$ cat src/rtl/pvr_pkg.sv
// Types, constants and one-hot/index helpers shared by the PVR VRAM-side arbiters.
package pvr_pkg;
  localparam int VRAM_ADDR_W = 24;
  localparam int REQ_RA      = 0;
  localparam int REQ_ISP     = 1;
  localparam int REQ_TEX     = 2;
  localparam int MAX_REQ     = 8;

  typedef logic [MAX_REQ-1:0] req_oh_t;
  typedef logic [2:0]         req_idx_t;

  typedef struct packed {
    logic     vld;
    req_idx_t idx;
  } tag_t;

  function automatic req_oh_t idx2oh(req_idx_t idx);
    req_oh_t oh;
    oh      = '0;
    oh[idx] = 1'b1;
    return oh;
  endfunction

  function automatic req_idx_t oh2idx(req_oh_t oh);
    req_idx_t idx;
    idx = '0;
    for (int i = 0; i < MAX_REQ; i++)
      if (oh[i]) idx = req_idx_t'(i);
    return idx;
  endfunction
endpackage

$ cat src/rtl/pvr_vram_arb_if.sv
// Requester and VRAM-controller signals of the PVR VRAM arbiter.
interface pvr_vram_arb_if import pvr_pkg::*; #(
  parameter int NREQ   = 3,
  parameter int ADDR_W = VRAM_ADDR_W
);
  logic [NREQ-1:0]             req_rd;
  logic [NREQ-1:0]             req_wr;
  logic [NREQ-1:0][ADDR_W-1:0] req_addr;
  logic [NREQ-1:0][31:0]       req_wdata;
  logic [NREQ-1:0]             req_gnt;
  logic [NREQ-1:0]             rd_valid;
  logic [31:0]                 rd_data;
  logic                        vram_rd;
  logic                        vram_wr;
  logic [ADDR_W-1:0]           vram_addr;
  logic [31:0]                 vram_dout;
  logic [31:0]                 vram_din;
  logic                        vram_wait;

  modport slave (
    input  req_rd, req_wr, req_addr, req_wdata, vram_din, vram_wait,
    output req_gnt, rd_valid, rd_data, vram_rd, vram_wr, vram_addr, vram_dout
  );

  modport master (
    output req_rd, req_wr, req_addr, req_wdata, vram_din, vram_wait,
    input  req_gnt, rd_valid, rd_data, vram_rd, vram_wr, vram_addr, vram_dout
  );
endinterface

$ cat src/rtl/pvr_rr_pick.sv
// Combinational round-robin picker: first requester after i_ptr, wrapping modulo NREQ.
module pvr_rr_pick import pvr_pkg::*; #(
  parameter int NREQ = 3
) (
  input  logic [NREQ-1:0] i_req,
  input  req_idx_t        i_ptr,
  output logic [NREQ-1:0] o_gnt,
  output req_idx_t        o_idx,
  output logic            o_any
);
  always_comb begin
    int j;
    j     = 0;
    o_gnt = '0;
    o_any = 1'b0;
    for (int i = 1; i <= NREQ; i++) begin
      j = (int'(i_ptr) + i) % NREQ;
      if (!o_any && i_req[j]) begin
        o_any    = 1'b1;
        o_gnt[j] = 1'b1;
      end
    end
  end

  assign o_idx = oh2idx(MAX_REQ'(o_gnt));
endmodule

$ cat src/rtl/pvr_vram_arb.sv
// Round-robin arbiter for the single PVR VRAM port, with a latency-matched read tag
// pipeline that steers each returning word back to its issuer.
module pvr_vram_arb import pvr_pkg::*; #(
  parameter int NREQ   = 3,
  parameter int ADDR_W = VRAM_ADDR_W,
  parameter int RD_LAT = 2
) (
  input  logic           i_clk,
  input  logic           i_rst,
  pvr_vram_arb_if.slave  bus
);
  logic                    r_vram_rd, r_vram_wr;
  logic [ADDR_W-1:0]       r_vram_addr;
  logic [31:0]             r_vram_dout;
  req_idx_t                r_ptr, r_idx;
  tag_t [RD_LAT-1:0]       r_tag;

  logic [NREQ-1:0]         w_req, w_pick;
  req_idx_t                w_idx;
  logic                    w_any, w_free, w_grant, w_acc_rd;
  logic                    w_sel_rd, w_sel_wr;
  logic [ADDR_W-1:0]       w_sel_addr;
  logic [31:0]             w_sel_wdata;

  assign w_req    = bus.req_rd | bus.req_wr;
  // A held command frees the slot in the same cycle it is accepted.
  assign w_free   = ~(r_vram_rd | r_vram_wr) | ~bus.vram_wait;
  assign w_acc_rd = r_vram_rd & ~bus.vram_wait;

  pvr_rr_pick #(.NREQ(NREQ)) u_pick (
    .i_req (w_req),
    .i_ptr (r_ptr),
    .o_gnt (w_pick),
    .o_idx (w_idx),
    .o_any (w_any)
  );

  assign w_grant     = w_free & w_any;
  assign bus.req_gnt = w_grant ? w_pick : '0;

  always_comb begin
    w_sel_rd    = |(bus.req_rd & w_pick);
    w_sel_wr    = |(bus.req_wr & w_pick);
    w_sel_addr  = '0;
    w_sel_wdata = '0;
    for (int i = 0; i < NREQ; i++) begin
      if (w_pick[i]) begin
        w_sel_addr  = w_sel_addr  | bus.req_addr[i];
        w_sel_wdata = w_sel_wdata | bus.req_wdata[i];
      end
    end
  end

  always_ff @(posedge i_clk or posedge i_rst) begin
    if (i_rst) begin
      r_vram_rd   <= 1'b0;
      r_vram_wr   <= 1'b0;
      r_vram_addr <= '0;
      r_vram_dout <= '0;
      r_ptr       <= req_idx_t'(NREQ-1);
      r_idx       <= '0;
      r_tag       <= '0;
    end else begin
      r_tag[0] <= '{vld: w_acc_rd, idx: r_idx};
      for (int s = 1; s < RD_LAT; s++)
        r_tag[s] <= r_tag[s-1];
      if (w_grant) begin
        // rd+wr together is treated as a write
        r_vram_rd   <= w_sel_rd & ~w_sel_wr;
        r_vram_wr   <= w_sel_wr;
        r_vram_addr <= w_sel_addr;
        r_vram_dout <= w_sel_wdata;
        r_ptr       <= w_idx;
        r_idx       <= w_idx;
      end else if (w_free) begin
        r_vram_rd <= 1'b0;
        r_vram_wr <= 1'b0;
      end
    end
  end

  assign bus.rd_valid  = r_tag[RD_LAT-1].vld ? NREQ'(idx2oh(r_tag[RD_LAT-1].idx)) : '0;
  assign bus.rd_data   = bus.vram_din;
  assign bus.vram_rd   = r_vram_rd;
  assign bus.vram_wr   = r_vram_wr;
  assign bus.vram_addr = r_vram_addr;
  assign bus.vram_dout = r_vram_dout;
endmodule

$ cat src/flat_wrapper.sv
// flat-port wrapper written by rule: the top's interface ports become plain ports
module pvr_vram_arb_flat import pvr_pkg::*;
#(
  parameter int NREQ   = 3,
  parameter int ADDR_W = VRAM_ADDR_W,
  parameter int RD_LAT = 2
)
  (i_clk, i_rst, bus_req_rd, bus_req_wr, bus_req_addr, bus_req_wdata, bus_vram_din, bus_vram_wait, bus_req_gnt, bus_rd_valid, bus_rd_data, bus_vram_rd, bus_vram_wr, bus_vram_addr, bus_vram_dout);
  pvr_vram_arb_if #(.NREQ(NREQ), .ADDR_W(ADDR_W)) bus_i ();
  input  logic i_clk;
  input  logic i_rst;
  input wire logic [$bits(bus_i.req_rd)-1:0] bus_req_rd;
  input wire logic [$bits(bus_i.req_wr)-1:0] bus_req_wr;
  input wire logic [$bits(bus_i.req_addr)-1:0] bus_req_addr;
  input wire logic [$bits(bus_i.req_wdata)-1:0] bus_req_wdata;
  input wire logic [$bits(bus_i.vram_din)-1:0] bus_vram_din;
  input wire logic [$bits(bus_i.vram_wait)-1:0] bus_vram_wait;
  output wire logic [$bits(bus_i.req_gnt)-1:0] bus_req_gnt;
  output wire logic [$bits(bus_i.rd_valid)-1:0] bus_rd_valid;
  output wire logic [$bits(bus_i.rd_data)-1:0] bus_rd_data;
  output wire logic [$bits(bus_i.vram_rd)-1:0] bus_vram_rd;
  output wire logic [$bits(bus_i.vram_wr)-1:0] bus_vram_wr;
  output wire logic [$bits(bus_i.vram_addr)-1:0] bus_vram_addr;
  output wire logic [$bits(bus_i.vram_dout)-1:0] bus_vram_dout;
  assign bus_i.req_rd = bus_req_rd;
  assign bus_i.req_wr = bus_req_wr;
  assign bus_i.req_addr = bus_req_addr;
  assign bus_i.req_wdata = bus_req_wdata;
  assign bus_i.vram_din = bus_vram_din;
  assign bus_i.vram_wait = bus_vram_wait;
  assign bus_req_gnt = bus_i.req_gnt;
  assign bus_rd_valid = bus_i.rd_valid;
  assign bus_rd_data = bus_i.rd_data;
  assign bus_vram_rd = bus_i.vram_rd;
  assign bus_vram_wr = bus_i.vram_wr;
  assign bus_vram_addr = bus_i.vram_addr;
  assign bus_vram_dout = bus_i.vram_dout;
  pvr_vram_arb #(.NREQ(NREQ), .ADDR_W(ADDR_W), .RD_LAT(RD_LAT)) u_core (.i_clk(i_clk), .i_rst(i_rst), .bus(bus_i));
endmodule
$ cat config.mk
export PLATFORM = sky130hd
export DESIGN_NAME = pvr_vram_arb_flat
export DESIGN_NICKNAME = d
export VERILOG_FILES = /design/src/rtl/pvr_pkg.sv /design/src/rtl/pvr_vram_arb_if.sv /design/src/rtl/pvr_rr_pick.sv /design/src/rtl/pvr_vram_arb.sv /design/src/flat_wrapper.sv
export SDC_FILE = /design/constraint.sdc
export NUM_CORES = 1
export LEC_CHECK = 0
export ABC_AREA = 1
export CAP_MARGIN = 10
export CORE_MARGIN = 4
export CORE_UTILIZATION = 42
export DETAILED_ROUTE_END_ITERATION = 10
export PLACE_DENSITY = 0.89
export SYNTH_ARGS = -nofsm -noshare
export SYNTH_HDL_FRONTEND = slang
export SYNTH_HIERARCHICAL = 1
export SYNTH_SLANG_ARGS = --single-unit
export TNS_END_PERCENT = 10
$ cat constraint.sdc
create_clock -name i_clk -period 11.9 [get_ports i_clk]
set_clock_uncertainty 0.15 [all_clocks]
set_input_delay 1.19 -clock i_clk [delete_from_list [all_inputs] [get_ports i_clk]]
set_output_delay 1.19 -clock i_clk [all_outputs]
set_load 0.01 [all_outputs]
==> Yosys cells after proc, flatten, opt, wreduce, memory -nomap -nowiden <==
Cells that the tools add are included.
{ "word_totals": {"regBits": 72, "out_inout_bits": 96} }
{ "classes": {"addsub": 3, "div_mod_pow": 3, "order_cmp": 8, "mux": 36, "bitwise_logic": 17, "reduce_logical": 11} }
{ "op_table": {"columns": ["op", "n"], "rows": [
  ["32-bit by 1-bit >= comparator with 1-bit output (second input constant)", 3],
  ["32-bit by 4-bit < comparator with 1-bit output (second input constant)", 3],
  ["32-bit by 3-bit remainder unit with 32-bit output (second input constant)", 3],
  ["32-bit 2-to-1 mux", 3],
  ["24-bit 2-to-1 mux", 3],
  ["32-bit OR", 2],
  ["24-bit OR", 2],
  ["3-bit 2-to-1 mux", 6],
  ["1-bit 2-to-1 mux", 17],
  ["3-bit OR", 3],
  ["3-bit by 2-bit adder with 4-bit output (second input constant)", 2],
  ["3-bit AND", 2],
  ["1-bit binary-select mux with 2-bit select", 3],
  ["1-bit demux with 2-bit select", 3],
  ["1-bit logical AND", 6],
  ["3-bit OR reduction", 2],
  ["3-bit by 1-bit adder with 4-bit output (second input constant)", 1],
  ["3-bit by 4-bit < comparator with 1-bit output (second input constant)", 1],
  ["1-bit AND", 3],
  ["1-bit demux with 3-bit select", 1],
  ["3-bit by 1-bit >= comparator with 1-bit output (second input constant)", 1],
  ["1-bit NOT", 3],
  ["1-bit logical NOT", 2],
  ["1-bit OR", 2],
  ["2-bit nonzero test", 1]
]} }

==> Longest topological paths before layout <==
Gate-level depths: netlist of the first run.
{ "depth": {"depth_word": 17, "ltp_mapped": 34, "mapped_depth_nobuf": 31} }

==> Modules after synthesis <==
The synthesis of the first run kept the hierarchy.
{ "by_module_without_submodules": {"columns": ["mod", "instances", "cells_each", "area_each_um2"], "rows": [
  ["pvr_vram_arb", 1, 576, 3916.3],
  ["pvr_rr_pick", 1, 231, 1321.3]
]} }

==> Worst setup path before layout of the first run <==
Ideal clock, no wire load.
{ "synth_timing": {"kind": "register -> output", "startpoint": "reg u_core.r_ptr[0]", "endpoint": "out bus_req_gnt[2]", "arrival_ns": 3.925, "t_required_ns": 10.560, "slack_ns": 6.635, "stages_incl_launch_ff": 30, "n_path_buf": 4, "path_cell_list": "dfrtp_1 -> buf_4 -> inv_1 -> ha_1 -> inv_2 -> nand2_1 -> nand2_2 -> clkinv_1 -> ha_1 -> inv_1 -> nand3_1 -> nand2_4 -> nand2_2 -> nand3_4 -> nand2_1 -> nand2_1 -> inv_1 -> ha_1 -> inv_1 -> nand4_4 -> nand3_1 -> nand3_1 -> nor2_1 -> nand3_1 -> o21bai_1 -> buf_2 -> buf_4 -> buf_2 -> inv_1 -> nor2_1"} }
{ "synth_rtl": {"columns": ["element", "line_no", "source"], "rows": [
  ["from (decl)", "pvr_vram_arb.sv:15", "req_idx_t r_ptr, r_idx;"],
  ["from (signal assigned)", "pvr_vram_arb.sv:60", "r_ptr <= req_idx_t'(NREQ-1);"],
  ["from (signal assigned)", "pvr_vram_arb.sv:73", "r_ptr <= w_idx;"],
  ["parallel branches: the longest is 11 deep, another holds 32-bit by 3-bit remainder unit with 32-bit output", null, null],
  ["3-bit 2-to-1 mux (*)", "pvr_rr_pick.sv:18", "if (!o_any && i_req[j]) begin"],
  ["via u_core.w_pick[2]", "pvr_vram_arb.sv:18", "logic [NREQ-1:0] w_req, w_pick;"],
  ["3-bit 2-to-1 mux (*)", "pvr_vram_arb.sv:39", "assign bus.req_gnt = w_grant ? w_pick : '0;"],
  ["to (decl)", "flat_wrapper.sv:18", "output wire logic [$bits(bus_i.req_gnt)-1:0] bus_req_gnt;"]
]} }
Mark *: on every way through the listed nets, which the timed path passes. The select of a mux whose other input is x is not followed.

==> Worst setup path after layout of the first run <==
{ "layout_timing": {"startpoint": "reg u_core.r_ptr[0]", "endpoint": "out bus_req_gnt[2]"} }
{ "layout_between": {"elab_chain_cells": 14} }
{ "layout_rtl": {"columns": ["element", "line_no", "source"], "rows": [
  ["3-bit by 1-bit adder with 4-bit output", "pvr_rr_pick.sv:17", "j = (int'(i_ptr) + i) % NREQ;"],
  ["32-bit by 3-bit remainder unit with 32-bit output", "pvr_rr_pick.sv:17", null],
  ["1-bit binary-select mux with 2-bit select", "pvr_rr_pick.sv:18", null],
  ["1-bit 2-to-1 mux (not written as such) (2 in a row)", "pvr_rr_pick.sv:18", null],
  ["1-bit 2-to-1 mux", "pvr_rr_pick.sv:18", null],
  ["1-bit logical NOT", "pvr_rr_pick.sv:18", null],
  ["1-bit logical AND", "pvr_rr_pick.sv:18", null],
  ["1-bit 2-to-1 mux", "pvr_rr_pick.sv:18", null],
  ["1-bit logical NOT", "pvr_rr_pick.sv:18", null],
  ["1-bit logical AND", "pvr_rr_pick.sv:18", null],
  ["1-bit 2-to-1 mux (*)", "pvr_rr_pick.sv:18", null],
  ["via u_core.w_any", "pvr_vram_arb.sv:20", "logic w_any, w_free, w_grant, w_acc_rd;"],
  ["1-bit AND (*)", "pvr_vram_arb.sv:38", "assign w_grant = w_free & w_any;"],
  ["3-bit 2-to-1 mux (*)", "pvr_vram_arb.sv:39", null]
]} }
Mark *: on every way through the listed nets, which the timed path passes. The rest lies on a longest branch. The select of a mux whose other input is x is not followed.

==> results of run 1 <==
==> routing by layer <==
metal	GRT usage (%)	routed length (um)
met1	29.4	7200
met2	42.1	8820
met3	7.92	1850
met4	5.44	266
met5	0	0
==> power groups by stage <==
stage	Sequential, mW	Clock [mW]	Combinational, mW
6_report	0.411	0.241	2.16
2_1_floorplan	0.438	0	1.50
3_5_place_dp	0.413	0	2.15
4_1_cts	0.411	0.246	2.17
3_3_place_gp	0.410	0	2.11
5_1_grt	0.422	0.256	2.42
==> worst paths after layout <==
kind | to | depth (start not counted) | from | slack, ns
worst max-delay path | bus_req_gnt[2] | 32 | u_core/r_ptr[0] | 5.28
worst min-delay path | u_core/r_tag[6] | 0 | u_core/r_tag[2] | 0.19
worst max register to register | u_core/bus.vram_addr[21] | 30 | u_core/r_ptr[0] | 6.74
worst min register to register | u_core/r_tag[6] | 0 | u_core/r_tag[2] | 0.19
max in group asynchronous | u_core/bus.vram_addr[22] | 3 | i_rst | 9.71
min in group asynchronous | u_core/bus.vram_addr[7] | 3 | i_rst | 1.31
==> layout make-up <==
cell class,count,area [um2]
tap,168,210
multi-input combinational,615,2880
clock buffer,10,229
fill,1020,4350
clock inverter,6,38.8
inverter,54,205
sequential,70,1750
timing repair buffer,246,2450
==> logic make-up after synthesis <==
kind of cell             count (synthesis)
AND/OR/NAND/NOR                        563
buffers and inverters                  122
flip-flops                              70
AO/OA/AOI/OAI                           28
adder cells (fa/ha/maj)                 20
XOR/XNOR                                 3
other                                    1
==> registers in the layout (all words and copies together) (netlist names) <==
name and cells:
u_core/bus.vram_addr 24, u_core/bus.vram_dout 32, u_core/bus.vram_rd 1, u_core/bus.vram_wr 1, u_core/r_idx 1, u_core/r_ptr 3
u_core/r_tag 8
==> Yosys cell counts <==
cell type,instances,area share (%)
clkinv_1,3,0.21
inv_4,1,0.12
buf_4,38,5.4
inv_1,45,3.2
a21oi_1,4,0.38
a21oi_4,2,0.62
o31ai_1,1,0.14
nand3_1,83,7.9
inv_2,5,0.36
a31oi_1,3,0.36
nand4_1,11,1.3
o211ai_1,1,0.14
nand2_2,9,1.1
o21bai_1,4,0.57
nand2_4,1,0.21
o21ai_0,7,0.67
buf_2,30,2.9
o21ai_1,1,0.095
nor2_1,22,1.6
nand3_4,1,0.33
a211o_1,1,0.17
nand4_4,1,0.41
ha_1,20,4.8
o21ai_2,3,0.50
dfstp_2,1,0.50
a21oi_2,1,0.17
nor2_4,1,0.21
nand2_1,421,30
nand3_2,5,0.96
nor3_1,2,0.19
or2_2,4,0.48
nor4_1,1,0.12
nand3b_1,1,0.14
dfrtp_1,69,33
xor2_1,3,0.50
conb_1,1,0.072
==> worst max-delay path, delay by kind of cell, from the launching register on <==
family	cells	cell delay [ns]
buffers and inverters	10	1.65
flip-flops	1	0.77
AND/OR/NAND/NOR	19	1.72
adder cells (fa/ha/maj)	3	0.78
==> stage by stage <==
| stage | instances | setup slack (ns) | total power [mW] |
|---|---|---|---|
| CTS | 1169 | 5.26 | 2.83 |
| detailed placement | 1153 | 5.63 | 2.56 |
| finish | 1169 | 5.28 | 2.82 |
| floorplan | 807 | 6.63 | 1.94 |
| global placement | 1153 | 5.84 | 2.52 |
| global route | 1169 | 4.77 | 3.10 |
==> flow_summary.toml, run 1 <==
[sta]
rsz0062_at_grt = "no"
final_max_slew_viol_count = 0
final-hold-violation-count = 0
setup_tns_ns = 0
fmax_mhz = 151
tightestPinTransition_ns = 0.888
min_period_over_period_pct = 55.6
min_period_ns = 6.62
finalSetupViolations = 0
worst_hold_slack_ns = 0.193
slew_headroom_pct = 40.8

[clocking]
cts_made_buffers = 9
clock_path_buffers = 2
cts_max_level = 3
clockRootBuffer = "clkbuf_16"
worstSkewPairLatency_ns = 0.32
post_cts_resized = 0
post_cts_buffers = 0
clkTransAtPathRegs_ns = 0.06
cts.sinks = 70
cts_tree = "yes"
ctsHoldBuffers = 0

[power_and_ir_drop]
sw_frac_of_total_pct = 54.6
vdd_drop_max_v = 0.000252
pwr_density_cell_nw_per_um2 = 363
p_clk_share_pct = 8.6
p_comb_share_pct = 76.8
intPower_mw = 1.28
pwr-share-seq_pct = 14.6
power.switching_mw = 1.54
p_leak_nw = 3.80

[synthesis]
syn-cell-area_um2 = 5240
synthAdderAreaFrac_pct = 4.78
synth_top_family_by_area = "simple AND/OR/NAND/NOR gates"
seq_area_frac_synth_pct = 33.5
ys_ff_latch = 70
ys_types = 36
synth_compound_area_share_pct = 3.82
yosys.area_share.simple_pct = 45.1
syn_inst = 807
muxShareOfSynthArea_pct = 0
yosysWarnings = 6
syn_nets = 1036
syn_area_per_cell_um2 = 6.49
synth_xor_area_share_pct = 0.502

[grt]
grt_pass1_vias = 5476
grt_max_degree = 71
antenna_found_initial = 0
overflow = 0
track_usage_pct = 24.3
grt_first_pass_wirelength_um = 28000

[detailed_routing]
avgRoutedWirePerCell_um = 15.5
vias = 5734
via_per_inst = 4.91
detail_route.first_pass.iterations = 5
ant_nets = 0
drt-total-wl_um = 18100
dr.first_iter.drc_count = 362
drc = 0

[final_layout]
drive_above_1_share_pct = 5.99
nets = 1225
stdcell_area_um2 = 7760
layout_common_cells = "nand2_1 (421), clkdlybuf4s50_1 (240), nand3_1 (83)"
areaGrowthSynthToFinish_pct = 48.2
final_common_cell = "nand2_1"
diodes = 0
final_util_pct = 64.1

[floorplan]
chipHeight_um = 120
rows = 40
ioPinCount = 305
start_util_pct = 43.2
core_area_um2 = 12100
die_w_um = 120
die_area_um2 = 14300

[setup_path]
path_max_fanout = 63
crit_path_end_kind = "primary output"
slowest_stage = "dfrtp_1"
slowest_delay_ns = 0.77
crit_type = "flop to primary output"
crit_arrival_ns = 5.28
cpMostUsedCell = "nand2_1"
cp.required_ns = 10.56
start_kind = "flop"

[worst_hold_path]
min_path_type = "flop to flop"

[placed_design]
placed_area_um2 = 7490
port_buffers = 240
gp_congestion = 0.842
hpwl_um = 13700

[outcome]
status = "finished, final reports clean"

[run]
drv_cap = 0
Power figures use the tool's default switching activity.
==> run 2, diff against run 1 <==
CORE_UTILIZATION = 35   (was 42)
PLACE_DENSITY = 0.79   (was 0.89)
clock period = 6 ns   (was 11.9 ns; I/O delays follow)
==> flow_summary.toml, run 2 (synthesis gave the netlist of run 1 again) <==
[detailed_routing]
detail_route.first_pass.iterations = 5
avgRoutedWirePerCell_um = 14.3
drt-total-wl_um = 17000
ant_nets = 0
drc = 0
via_per_inst = 4.72
vias = 5616
dr.first_iter.drc_count = 308

[floorplan]
start_util_pct = 35.9
die_w_um = 130
core_area_um2 = 14600
ioPinCount = 305
rows = 44
chipHeight_um = 130
die_area_um2 = 17000

[power_and_ir_drop]
p_comb_share_pct = 76.2
sw_frac_of_total_pct = 53.3
vdd_drop_max_v = 0.000464
power.switching_mw = 2.97
p_leak_nw = 3.84
total_power_mw = 5.57
intPower_mw = 2.60
pwr_density_cell_nw_per_um2 = 709
pwr-share-seq_pct = 14.4
p_clk_share_pct = 9.4

[setup_path]
start_kind = "flop"
cpMostUsedCell = "nand2_1"
crit_type = "flop to primary output"
slowest_delay_ns = 0.57
crit_path_end_kind = "primary output"
path_max_fanout = 16
crit_arrival_ns = 4.75
critPathBufInv = 8
slowest_stage = "dfstp_2"
cp.required_ns = 5.25
cp_top_family = "simple AND/OR/NAND/NOR gates"

[placed_design]
hpwl_um = 13100
placed_area_um2 = 7530
port_buffers = 240
dp_cells = 1171
gp_congestion = 0.891

[sta]
min_period_ns = 5.50
slew_headroom_pct = 54.4
tightestPinTransition_ns = 0.684
fmax_mhz = 182
min_period_over_period_pct = 91.6
rsz0062_at_grt = "no"
final-hold-violation-count = 0
finalSetupViolations = 0
setup_tns_ns = 0
final_max_slew_viol_count = 0

[final_layout]
final_cells = 1190
final_common_cell = "nand2_1"
areaGrowthSynthToFinish_pct = 50.0
stdcell_area_um2 = 7860
final_util_pct = 53.9
diodes = 0
layout_common_cells = "nand2_1 (421), clkdlybuf4s50_1 (240), nand3_1 (83)"
drive_above_1_share_pct = 6.66
largest_register_ffs = 32
nets = 1230

[clocking]
clock_path_buffers = 2
clockRootBuffer = "clkbuf_16"
cts.sinks = 70
worstSkewPairLatency_ns = 0.32
cts_made_buffers = 9
clkTransAtPathRegs_ns = 0.06
cts_max_level = 3
cts_tree = "yes"
ctsHoldBuffers = 0

[worst_hold_path]
min_path_type = "flop to flop"

[grt]
antenna_found_initial = 0
track_usage_pct = 18.7
overflow = 0
grt_pass1_vias = 5128
grt_first_pass_wirelength_um = 25400
grt_max_degree = 61

[outcome]
status = "finished, final reports clean"

[run]
drv_cap = 0
[run 2: changes by cell type in the layout (fill, tap and decap cells not counted), sizes merged]
cell    change
clkinv      -1
inv         +1
clkbuf      -1
buf         +5
bufinv      +1
[run 2: area by class of cell]
cell class | count | area [um2]
Clock inverter | 7 | 72.6
Fill cell | 1393 | 6730
Tap cell | 184 | 230
Sequential cell | 70 | 1750
Timing Repair Buffer | 251 | 2480
Multi-Input combinational cell | 615 | 2890
Clock buffer | 9 | 225
Inverter | 54 | 205
[run 2: what timing repair did]
| action | in CTS | in global routing |
|---|---|---|
| resized for setup | 0 | 2 |
| hold endpoints to repair | 0 | 0 |
| endpoints found under the setup margin | 0 | 3 |
| buffers inserted | 0 | 3 |
[run 2: final timing paths]
path                            startpoint                       end  slack, ns  cells after the start
hold reg to reg            u_core/r_tag[0]           u_core/r_tag[4]       0.21                      0
setup / recovery           u_core/r_ptr[1]            bus_req_gnt[1]       0.50                     30
setup reg to reg           u_core/r_ptr[1]   u_core/bus.vram_dout[0]       0.95                     26
max in group asynchronous            i_rst           u_core/r_ptr[0]       4.17                      3
min in group asynchronous            i_rst  u_core/bus.vram_dout[28]       0.55                      2
hold / removal             u_core/r_tag[0]           u_core/r_tag[4]       0.21                      0
[run 2: power by group through the flow]
| stage | logic (mW) | registers [mW] | clock network (mW) |
|---|---|---|---|
| after detailed placement | 4.25 | 0.811 | 0 |
| after floorplan | 2.98 | 0.868 | 0 |
| after CTS | 4.26 | 0.805 | 0.541 |
| after global placement | 4.19 | 0.805 | 0 |
| after global routing | 4.79 | 0.824 | 0.561 |
| final | 4.24 | 0.800 | 0.525 |
[run 2: routing by layer]
| layer | global-route usage [%] | wire length, um | up-vias |
|---|---|---|---|
| met2 | 31.1 | 7990 | 222 |
| met3 | 6.51 | 1830 | 29 |
| met4 | 5.69 | 337 | 0 |
| li1 | - | - | 2878 |
| met5 | 0 | 0 | - |
| met1 | 22.8 | 6890 | 2487 |
[run 2: per-stage QoR]
| stage | setup slack [ns] | hold slack [ns] |
|---|---|---|
| after floorplan | 1.32 | 0.181 |
| after global routing | 0.0141 | 0.211 |
| after CTS | 0.390 | 0.209 |
| final | 0.504 | 0.207 |
| after global placement | 0.933 | 0.184 |
| after detailed placement | 0.741 | 0.195 |
